$ cat src/rtl/tohost_monitor.sv
// Snoops a valid/ready write channel for stores to the tohost word and turns exit codes into
// sticky io_success / io_failure verdicts. Optional idle watchdog under `TOHOST_WATCHDOG_EN.
module tohost_monitor #(
    parameter int                ADDR_W          = 32,
    parameter int                DATA_W          = 64,
    parameter logic [ADDR_W-1:0] TOHOST_ADDR     = ADDR_W'(32'h8000_1000),
    parameter int                DRAIN_CYCLES    = 16,
    parameter logic [31:0]       WATCHDOG_CYCLES = 32'd1_000_000
) (
    input  logic              clk,
    input  logic              reset,
    input  logic              req_valid,
    output logic              req_ready,
    input  logic [ADDR_W-1:0] req_addr,
    input  logic [DATA_W-1:0] req_data,
    output logic              io_success,
    output logic              io_failure,
    output logic [DATA_W-2:0] fail_code,
    output logic [15:0]       host_req_count
);

    localparam int DRAIN_W = (DRAIN_CYCLES > 0) ? $clog2(DRAIN_CYCLES + 1) : 1;

    typedef enum logic [1:0] {
        IDLE,
        DRAIN,
        PASS,
        FAIL
    } state_e;

    state_e             state;
    logic [DRAIN_W-1:0] drain_cnt;

    logic hit;
    logic hit_exit;
    logic hit_host;

    assign hit      = req_valid && req_ready && (req_addr == TOHOST_ADDR);
    assign hit_exit = hit && req_data[0];
    assign hit_host = hit && !req_data[0] && (req_data != '0);

`ifdef TOHOST_WATCHDOG_EN
    logic [31:0] idle_cnt;
    logic        wd_expired;

    // A matched write on the expiry edge keeps the test alive; an exit write on it drains normally.
    assign wd_expired = (idle_cnt == WATCHDOG_CYCLES) && !hit;

    always_ff @(posedge clk or negedge reset) begin
        if (!reset) begin
            idle_cnt <= '0;
        end else if (state != IDLE || hit) begin
            idle_cnt <= '0;
        end else begin
            idle_cnt <= idle_cnt + 32'd1;
        end
    end
`else
    logic wd_expired;
    assign wd_expired = 1'b0;
`endif

    // NOTE: every register here is updated with <= so all next-state terms read pre-edge values.
    always_ff @(posedge clk or negedge reset) begin
        if (!reset) begin
            state          <= IDLE;
            req_ready      <= 1'b0;
            drain_cnt      <= '0;
            io_success     <= 1'b0;
            io_failure     <= 1'b0;
            fail_code      <= '0;
            host_req_count <= '0;
        end else begin
            req_ready <= 1'b1;
            case (state)
                IDLE: begin
                    if (hit_exit) begin
                        fail_code <= req_data[DATA_W-1:1];
                        drain_cnt <= DRAIN_W'(DRAIN_CYCLES);
                        state     <= DRAIN;
                    end else if (hit_host) begin
                        if (host_req_count != 16'hFFFF) begin
                            host_req_count <= host_req_count + 16'd1;
                        end
                    end else if (wd_expired) begin
                        fail_code  <= '1;
                        io_failure <= 1'b1;
                        state      <= FAIL;
                    end
                end
                DRAIN: begin
                    if (drain_cnt == '0) begin
                        if (fail_code == '0) begin
                            io_success <= 1'b1;
                            state      <= PASS;
                        end else begin
                            io_failure <= 1'b1;
                            state      <= FAIL;
                        end
                    end else begin
                        drain_cnt <= drain_cnt - 1'b1;
                    end
                end
                PASS, FAIL: begin
                    state <= state;
                end
                default: state <= IDLE;
            endcase
        end
    end

endmodule

$ cat config.mk
export PLATFORM = sky130hd
export DESIGN_NAME = tohost_monitor
export DESIGN_NICKNAME = d
export VERILOG_FILES = /design/src/rtl/tohost_monitor.sv
export SDC_FILE = /design/constraint.sdc
export NUM_CORES = 1
export LEC_CHECK = 0
export BUFFER_PORTS_ARGS = -buffer_cell sky130_fd_sc_hd__buf_2
export CAP_MARGIN = 20
export CELL_PAD_IN_SITES_DETAIL_PLACEMENT = 0
export CELL_PAD_IN_SITES_GLOBAL_PLACEMENT = 1
export CORE_ASPECT_RATIO = 0.7
export CORE_MARGIN = 1
export CORE_UTILIZATION = 39
export DETAILED_ROUTE_END_ITERATION = 10
export GPL_TIMING_DRIVEN = 0
export PLACE_DENSITY_LB_ADDON = 0.12
export RECOVER_POWER = 25
export SYNTH_ARGS = -nofsm -noshare
export SYNTH_HDL_FRONTEND = slang
export SYNTH_SLANG_ARGS = --single-unit
$ cat constraint.sdc
create_clock -name clk -period 5.34 [get_ports clk]
set_input_delay 1.068 -clock clk [delete_from_list [all_inputs] [get_ports clk]]
set_output_delay 1.068 -clock clk [all_outputs]
set_load 0.02 [all_outputs]
==> results of run 1 <==
-- through the flow --
step	util, %	instances	hold slack (ps)
global placement	51.35	617	457.7
global route	54.85	634	499.6
floorplan	-	309	472.6
detailed placement	51.66	618	458.7
finish	54.85	634	469.2
CTS	55.12	634	474.0
-- placed cells by master, fill, tap and decap left out, types with 2 or more instances in the layout --
cell type	netlist	final
nor2_1	4	4
inv_1	5	5
and3_1	4	4
nand4_1	16	16
mux2_2	64	64
and2_1	2	2
nor2b_1	2	2
clkbuf_2	1	2
nand2b_1	4	4
clkbuf_16	0	9
nor4b_1	3	3
bufinv_16	0	2
nor3_1	5	5
nor4_1	42	42
dfrtp_1	89	89
buf_2	7	186
o21ai_0	3	3
clkinv_4	0	2
ha_1	3	3
xnor2_1	16	16
and4_1	3	3
clkbuf_8	0	2
nand2_1	11	11
nand3_1	8	8
-- registers in the layout, indices dropped and copies added, names as in the netlist --
name / flops
fail_code: 63
io_success: 1
drain_cnt: 5
host_req_count: 16
io_failure: 1
state: 2
req_ready: 1
-- final cells by class --
cell class                 instances  area, um^2  area share (%)
sequential                        89        2227           41.44
multi-input combinational        206        1673           31.13
timing repair buffer             181       904.6           16.83
clock buffer                      11       252.7           4.703
tap                              128       160.2           2.980
clock inverter                     5       86.33           1.607
buffer                             9       51.30          0.9546
inverter                           5       18.77          0.3492
-- worst register-to-register path, delay by kind of cell (launching register included) --
family / cells / cell delay [ps]
muxes: 1 / 380
and+or+nand+nor: 3 / 880
DFF: 1 / 420
buffers and inverters: 2 / 630
-- power groups by stage --
| stage | combinational (uW) | sequential (uW) | clock (uW) |
|---|---|---|---|
| finish | 67.4 | 675 | 703 |
| global route | 75.1 | 674 | 752 |
| CTS | 71.4 | 675 | 721 |
| detailed placement | 71.2 | 687 | 0 |
| global placement | 67.1 | 687 | 0 |
| floorplan | 5.99 | 688 | 0 |
-- path summary, 6_finish.rpt --
kind	to	slack [ps]	depth (start not counted)
worst max-delay path	fail_code[51]	2080	2
worst min-delay path	io_success	470	1
worst max register to register	fail_code[61]	2920	6
worst min register to register	io_success	470	1
max in group clk	host_req_count[9]	2410	8
min in group asynchronous	fail_code[11]	1060	1
-- kinds of logic after synthesis --
| family | Yosys count | synth area share (%) |
|---|---|---|
| multiplexers | 64 | 18.15 |
| XOR/XNOR | 17 | 3.750 |
| other | 1 | 0.09446 |
| flip-flops | 89 | 56.10 |
| buffers and inverters | 14 | 1.765 |
| adder cells (fa/ha/maj) | 3 | 0.9456 |
| AO/OA/AOI/OAI | 10 | 1.828 |
| AND/OR/NAND/NOR | 111 | 17.37 |
-- routing by layer --
metal	share of wire, %	routed length, um
met1	50	5410
met2	43	4637
met3	6.4	693
met4	1.0	113
met5	0	0
==> reports/results.txt, run 1 <==
# hold bufs at CTS: 0
Vias/cell: 5.183
CTS HTree Levels: 3
CP Cell Sequence: clkbuf_1, clkbuf_2
most common cell in the netlist: dfrtp_1
Synth top cells by count: dfrtp_1, mux2_2, nor4_1
worst endpoint required time: 5520 ps
antenna cells: 0
RSZ-0062 raised after global routing: false
Fmax: 307.2 MHz
Overall Global Routing Usage: 21.82%
Tcrit/Tclk final: 60.97%
IO buf count: 180
row count: 30
top post-synthesis cells by area: dfrtp_1, mux2_2, nor4_1
YS warnings: 0
Top delay family on crit path: buffers and inverters
Comb pwr share: 4.7%
Setup TNS: 0 ps
post-synth cell types: 37
P&R area growth vs syn: 35.36%
Worst Hold Class: flip-flop to flip-flop
crit end category: asynchronous set/reset pin
design area: 5374 um^2
Placed Area: 5061 um^2
Worst path max stage delay: 1280 ps
status: finished with violations
relative slew slack: -1.877%
Synth area leader: dfrtp_1
TritonCTS clock tree: built
total CTS buffers: 9
Detailed Place HPWL: 8640 um
internal power: 1143 uW
RR Startpoint: state[0]
clk sinks: 89
Net Count, Synth: 411
Synth top area share: 56.10%
Crit path arrival time: 3430 ps
Final Critical Period: 3256 ps
fin. max-slew vios: 63
DRT iter0 DRCs: 100
critical path launch point type: primary input
Tightest Pin Transition: 1528 ps
initial antenna violation count: 0
Filler cells: 895
WL/cell: 17.12 um
DRT antenna net count: 0
vias in the first global route: 3204
number of synthesized flops with an enable pin: 0
max cap viols: 1
pwr/cell area: 269.0 nW/um^2
met1 usage: 32.79%
gpl congestion: 0.8044
hold path startpoint: io_success
Critical-path top delay cell: clkbuf_2
Avg Cell Area, Syn: 12.85 um^2
crit path from: reset
# DRC: 0
final WL: 10860 um
Final setup viols: 0
Post-synth ARST share: 100.0%
Critical path buffers and inverters: 2
DIE HEIGHT: 86.42 um
met3 Track Usage GR: 5.461%
worst-path maximum fanout: 62
share of layout cells above drive strength 1: 54.15%
clock root cell: clkbuf_16
grt peak-use layer: met1
Syn Std Cell Area: 3970 um^2
post-synthesis sequential area ratio: 56.10%
failing checks: capacitance limit, slew limit
met2 usage: 31.21%
IO Pins: 181
NetSw: 302.6 uW
Clk pwr share: 48.7%
Die W: 122.6 um
Hold Vio Cnt, Final: 0
pre-CTS setup slack: 1998 ps
# nets final: 603
final setup margin: 2084 ps
Synth Instances: 309
# Post-CTS Setup Buffers: 0
Clk Latency, worst-skew pair: 340 ps
clk buf depth: 2
largest net degree at the start of global routing: 63
share of power burned in registers: 46.7%
FF+latch count, synth: 89
Clock Skew: 4.167 ps
WS Path Type: primary input to asynchronous set/reset pin
Floorplan Core Area: 9797 um^2
via count: 3286
Pre-antenna DRT Iters: 4
first-pass GRT wire length: 17130 um
top_reg_cell synth: dfrtp_1
switching power share of the total: 20.93%
power after layout: 1446 uW
die area: 10590 um^2
Clock Pin Slew Worst Setup and Hold Paths: 60 ps
gr ovfl total: 0
Initial Utilization: 40.52%
worst vdd ir: 147.9 uV
cts repair resizes: 0
static leakage: 0.002953 uW
(Power assumes the default switching activity.)
==> inputs of run 2 (changes only) <==
CORE_UTILIZATION = 32   (was 39)
clock period = 2.67 ns   (was 5.34 ns; I/O delays follow)
==> reports/results.txt, run 2 (same netlist as run 1, synthesis figures left out) <==
relative slew slack: -21.36%
vias in the first global route: 3213
crit end category: flip-flop
IO buf count: 180
Setup TNS: 0 ps
WS Path Type: primary input to flip-flop
gpl congestion: 0.7939
static leakage: 0.002950 uW
worst vdd ir: 301.7 uV
worst-path maximum fanout: 10
most common cell after layout, fill and taps aside: buf_2
row count: 33
pre-CTS setup slack: -203.2 ps
Hold Vio Cnt, Final: 0
# Post-CTS Setup Buffers: 0
met3 WL post-DR: 647 um
initial antenna violation count: 0
# DRC: 0
WL met1: 6064 um
clk buf depth: 2
clk sinks: 89
Floorplan Core Area: 11890 um^2
Final Critical Period: 2477 ps
DIE HEIGHT: 95.19 um
RR Startpoint: state[0]
CP Cell Sequence: buf_2, nor4_1, nand4_1, nor4_1, nor4_4, buf_6, nand4_1, xnor2_1
worst endpoint required time: 2930 ps
Biggest register: fail_code
share of layout cells above drive strength 1: 54.15%
Vias/cell: 4.970
Tightest Pin Transition: 1820 ps
critical path launch point type: primary input
Overall Global Routing Usage: 18.88%
total CTS buffers: 9
top flop regs: fail_code x63, host_req_count x16, drain_cnt x5
Final Non-Filler Cells: 663
clock root cell: clkbuf_16
worst r2r path cells: 6
Clock Pin Slew Worst Setup and Hold Paths: 70 ps
status: finished with violations
RSZ-0062 raised after global routing: false
Critical-path top delay cell: nor4_1
CTS HTree Levels: 3
Clk Latency, worst-skew pair: 340 ps
P&R area growth vs syn: 36.81%
Highest Signal Layer: met4
largest net degree at the start of global routing: 60
Crit path arrival time: 2740 ps
Placed Instances: 647
die area: 12860 um^2
IO Pins: 181
Multi-input gate area: 1679 um^2
Worst path max stage delay: 750 ps
Filler cells: 1163
gr ovfl total: 0
Final setup viols: 0
Tcrit/Tclk final: 92.76%
# nets final: 603
first-pass GRT wire length: 18040 um
Clock Skew: 6.885 ps
Initial Utilization: 33.39%
Largest register FFs: 63
final WL: 11700 um
max cap viols: 1
RR Endpoint: fail_code[5]
pwr/cell area: 529.7 nW/um^2
Worst Hold Endpoint: fail_code[43]
WHS: 444.6 ps
hold path startpoint: req_data[44]
commonest non-fill, non-tap cells in the layout: buf_2, dfrtp_1, mux2_2
failing checks: capacitance limit, slew limit
design area: 5431 um^2
DRT iter0 DRCs: 65
Pre-antenna DRT Iters: 4
antenna cells: 0
TritonCTS clock tree: built
Worst Hold Class: primary input to flip-flop
sequential cell area: 2227 um^2
DRT antenna net count: 0
final setup margin: 193.3 ps
WL/cell: 17.64 um
Fmax: 403.8 MHz
Detailed Place HPWL: 9226 um
via count: 3295
fin. max-slew vios: 31
flop-to-flop setup slack: 250 ps
Die W: 135.1 um
cell depth of the worst hold path: 2
Placed Area: 5097 um^2
routed wl met2: 4917 um
## run 2: cell types whose count changed in the layout (fill, tap and decap cells not counted)
cell / delta
clkinv_4: -2
clkbuf_1: +1
buf_16: +1
inv_6: -1
nor4_2: +1
clkbuf_2: -1
clkinvlp_4: +2
nor4_1: -1
## run 2: worst max path at each step
stage | from | to | slack, ps | depth (start not counted)
after floorplan | req_addr[3] | host_req_count[14] | 380 | 7
after global placement | req_addr[8] | fail_code[2] | -190 | 7
after detailed placement | req_data[12] | host_req_count[9] | -200 | 8
after CTS | state[0] | fail_code[5] | 130 | 6
after global routing | req_data[12] | host_req_count[14] | 20 | 8
final | req_data[12] | host_req_count[14] | 190 | 8
## run 2: critical path: cells and delay by family
family	cells	cell delay [ps]
and+or+nand+nor	5	1770
buffers and inverters	2	310
xor gates and xnor gates	1	120
## run 2: area by class of cell
cell class / instances / area share, %
Sequential cell: 89 / 41.00
Tap cell: 157 / 3.617
Buffer: 9 / 0.9445
Clock buffer: 12 / 4.722
Inverter: 5 / 0.3455
Timing Repair Buffer: 181 / 17.07
Clock inverter: 4 / 1.382
Multi-Input combinational cell: 206 / 30.91
## run 2: through the flow
| stage | power [uW] | util (%) |
|---|---|---|
| 2_1_floorplan | 1388 | - |
| 3_3_place_gp | 1513 | 42.61 |
| 3_5_place_dp | 1518 | 42.87 |
| 4_1_cts | 2917 | 45.65 |
| 5_1_grt | 2997 | 45.68 |
| 6_report | 2877 | 45.68 |
## run 2: metal layers
metal / GRT usage (%) / up-vias
met2: 26.15 / 99
met4: 4.213 / 0
met5: 0 / -
li1: - / 1565
met1: 28.81 / 1624
met3: 4.997 / 7
## run 2: report_power, final
part	switching [uW]	total, uW	internal (uW)
logic	78.3	142	63.5
registers	0.550	1350	1350
clock network	514	1390	871
## run 2: what timing repair did
item,in CTS,in global routing
endpoints found under the hold margin,0,0
hold buffers,0,0
endpoints found under the setup margin,0,25
resized for setup,0,1
==> inputs of run 3 (changes only) <==
CORE_UTILIZATION = 36   (was 32)
clock period = 2.4 ns   (was 2.67 ns; I/O delays follow)
==> reports/results.txt, run 3 (same netlist as run 1, synthesis figures left out) <==
top flop regs: fail_code x63, host_req_count x16, drain_cnt x5
Worst Hold Class: primary input to flip-flop
total CTS buffers: 9
clock root cell: clkbuf_16
Vias/cell: 4.977
met1 usage: 30.52%
static leakage: 0.002967 uW
hold path startpoint: req_data[35]
gpl congestion: 0.8092
failing checks: capacitance limit, slew limit
first-pass GRT wire length: 17660 um
Overall Global Routing Usage: 20.27%
DIE HEIGHT: 89.86 um
IO Pins: 181
worst vdd ir: 351.1 uV
gr ovfl total: 0
Biggest register: fail_code
sequential cell area: 2228 um^2
power after layout: 3228 uW
# nets final: 604
Clock Skew: 5.098 ps
status: finished with violations
row count: 31
grt peak-use layer: met1
met3 Track Usage GR: 5.119%
die area: 11460 um^2
RR Startpoint: host_req_count[2]
antenna cells: 0
Hold Vio Cnt, Final: 0
DRT iter0 DRCs: 117
Die W: 127.5 um
share of layout cells above drive strength 1: 55.03%
final WL: 11140 um
TritonCTS clock tree: built
P&R area growth vs syn: 37.69%
DRT antenna net count: 0
Final setup viols: 0
Tcrit/Tclk final: 94.02%
commonest non-fill, non-tap cells in the layout: buf_2, dfrtp_1, mux2_2
Initial Utilization: 37.63%
Pre-antenna DRT Iters: 4
Clk Latency, worst-skew pair: 330 ps
WL/cell: 17.01 um
Tightest Pin Transition: 1916 ps
most common cell after layout, fill and taps aside: buf_2
IO buf count: 180
Fmax: 443.2 MHz
Floorplan Core Area: 10550 um^2
Filler cells: 999
WS Path Type: primary input to flip-flop
initial antenna violation count: 0
fin. max-slew vios: 34
max cap viols: 1
worst endpoint required time: 2660 ps
RSZ-0062 raised after global routing: false
met2 usage: 29.23%
critical path launch point type: primary input
Largest register FFs: 63
CTS HTree Levels: 3
clk sinks: 89
pwr/cell area: 590.5 nW/um^2
Setup TNS: 0 ps
Detailed Place HPWL: 8787 um
via count: 3260
# DRC: 0
Crit path arrival time: 2510 ps
Final Critical Period: 2256 ps
vias in the first global route: 3240
worst-path maximum fanout: 10
relative slew slack: -27.74%
largest net degree at the start of global routing: 57
crit end category: flip-flop
# hold bufs at CTS: 0
Clock Pin Slew Worst Setup and Hold Paths: 60 ps
crit path from: req_data[2]
clk buf depth: 2
Multi-input gate area: 1697 um^2
-- run 3: cell types whose count changed in the layout (fill, tap and decap cells not counted), sizes merged --
cell,change
buf,-1
clkbuf,+1
clkinvlp,-1
inv,+2
-- run 3: per-stage QoR --
stage | cells | area, um^2 | hold slack, ps | util, % | setup slack, ps
2_1_floorplan | 309 | 3970 | 184.4 | - | 161.1
3_3_place_gp | 637 | 5056 | 448.7 | 47.92 | -417.1
3_5_place_dp | 638 | 5086 | 453.3 | 48.21 | -416.6
4_1_cts | 655 | 5444 | 103.1 | 51.60 | 13.64
5_1_grt | 655 | 5466 | 369.2 | 51.81 | 19.11
6_report | 655 | 5466 | 391.6 | 51.81 | 143.6
-- run 3: final cells by class --
type,count,share of cell area (%)
plain buffers,8,0.9842
repair buffers,183,17.30
clock buffers,11,4.623
well taps,148,3.388
clock inverters,5,1.556
inverters,5,0.3433
flip-flops and latches,89,40.76
multi-input cells,206,31.04
-- run 3: worst paths after layout --
check / endpoint / slack, ps / depth (start not counted)
worst min register to register: io_success / 470 / 1
min in group asynchronous: req_ready / 670 / 1
worst max-delay path: host_req_count[14] / 140 / 9
max in group asynchronous: fail_code[32] / 630 / 1
worst max register to register: host_req_count[14] / 160 / 8
worst min-delay path: fail_code[34] / 390 / 2
-- run 3: critical path, cell delays in order --
cell and delay [ps]:
buf_2 120, nor4_1 580, nand4_1 270, nor4_2 480, nor4_4 80, buf_6 150
buf_6 140, nand4_1 100, xnor2_1 120
-- run 3: where the power goes --
part	switching, uW	total (uW)	leakage, uW	internal [uW]
Clock	595	1570	0.000163	977
Sequential	0.591	1500	0.00122	1500
Combinational	84.5	155	0.00159	70.7
Total	680	3230	0.00297	2550
-- run 3: timing repair --
| action | in CTS | in global routing |
|---|---|---|
| resized for setup | 2 | 8 |
| endpoints found under the setup margin | 11 | 59 |
| setup buffers | 1 | 1 |
| pin swaps | 1 | 0 |
-- run 3: routing by layer --
metal	routed length, um	vias to the layer above
li1	-	1562
met1	5629	1597
met2	4781	95
met3	651	6
met4	76	0
met5	0	-
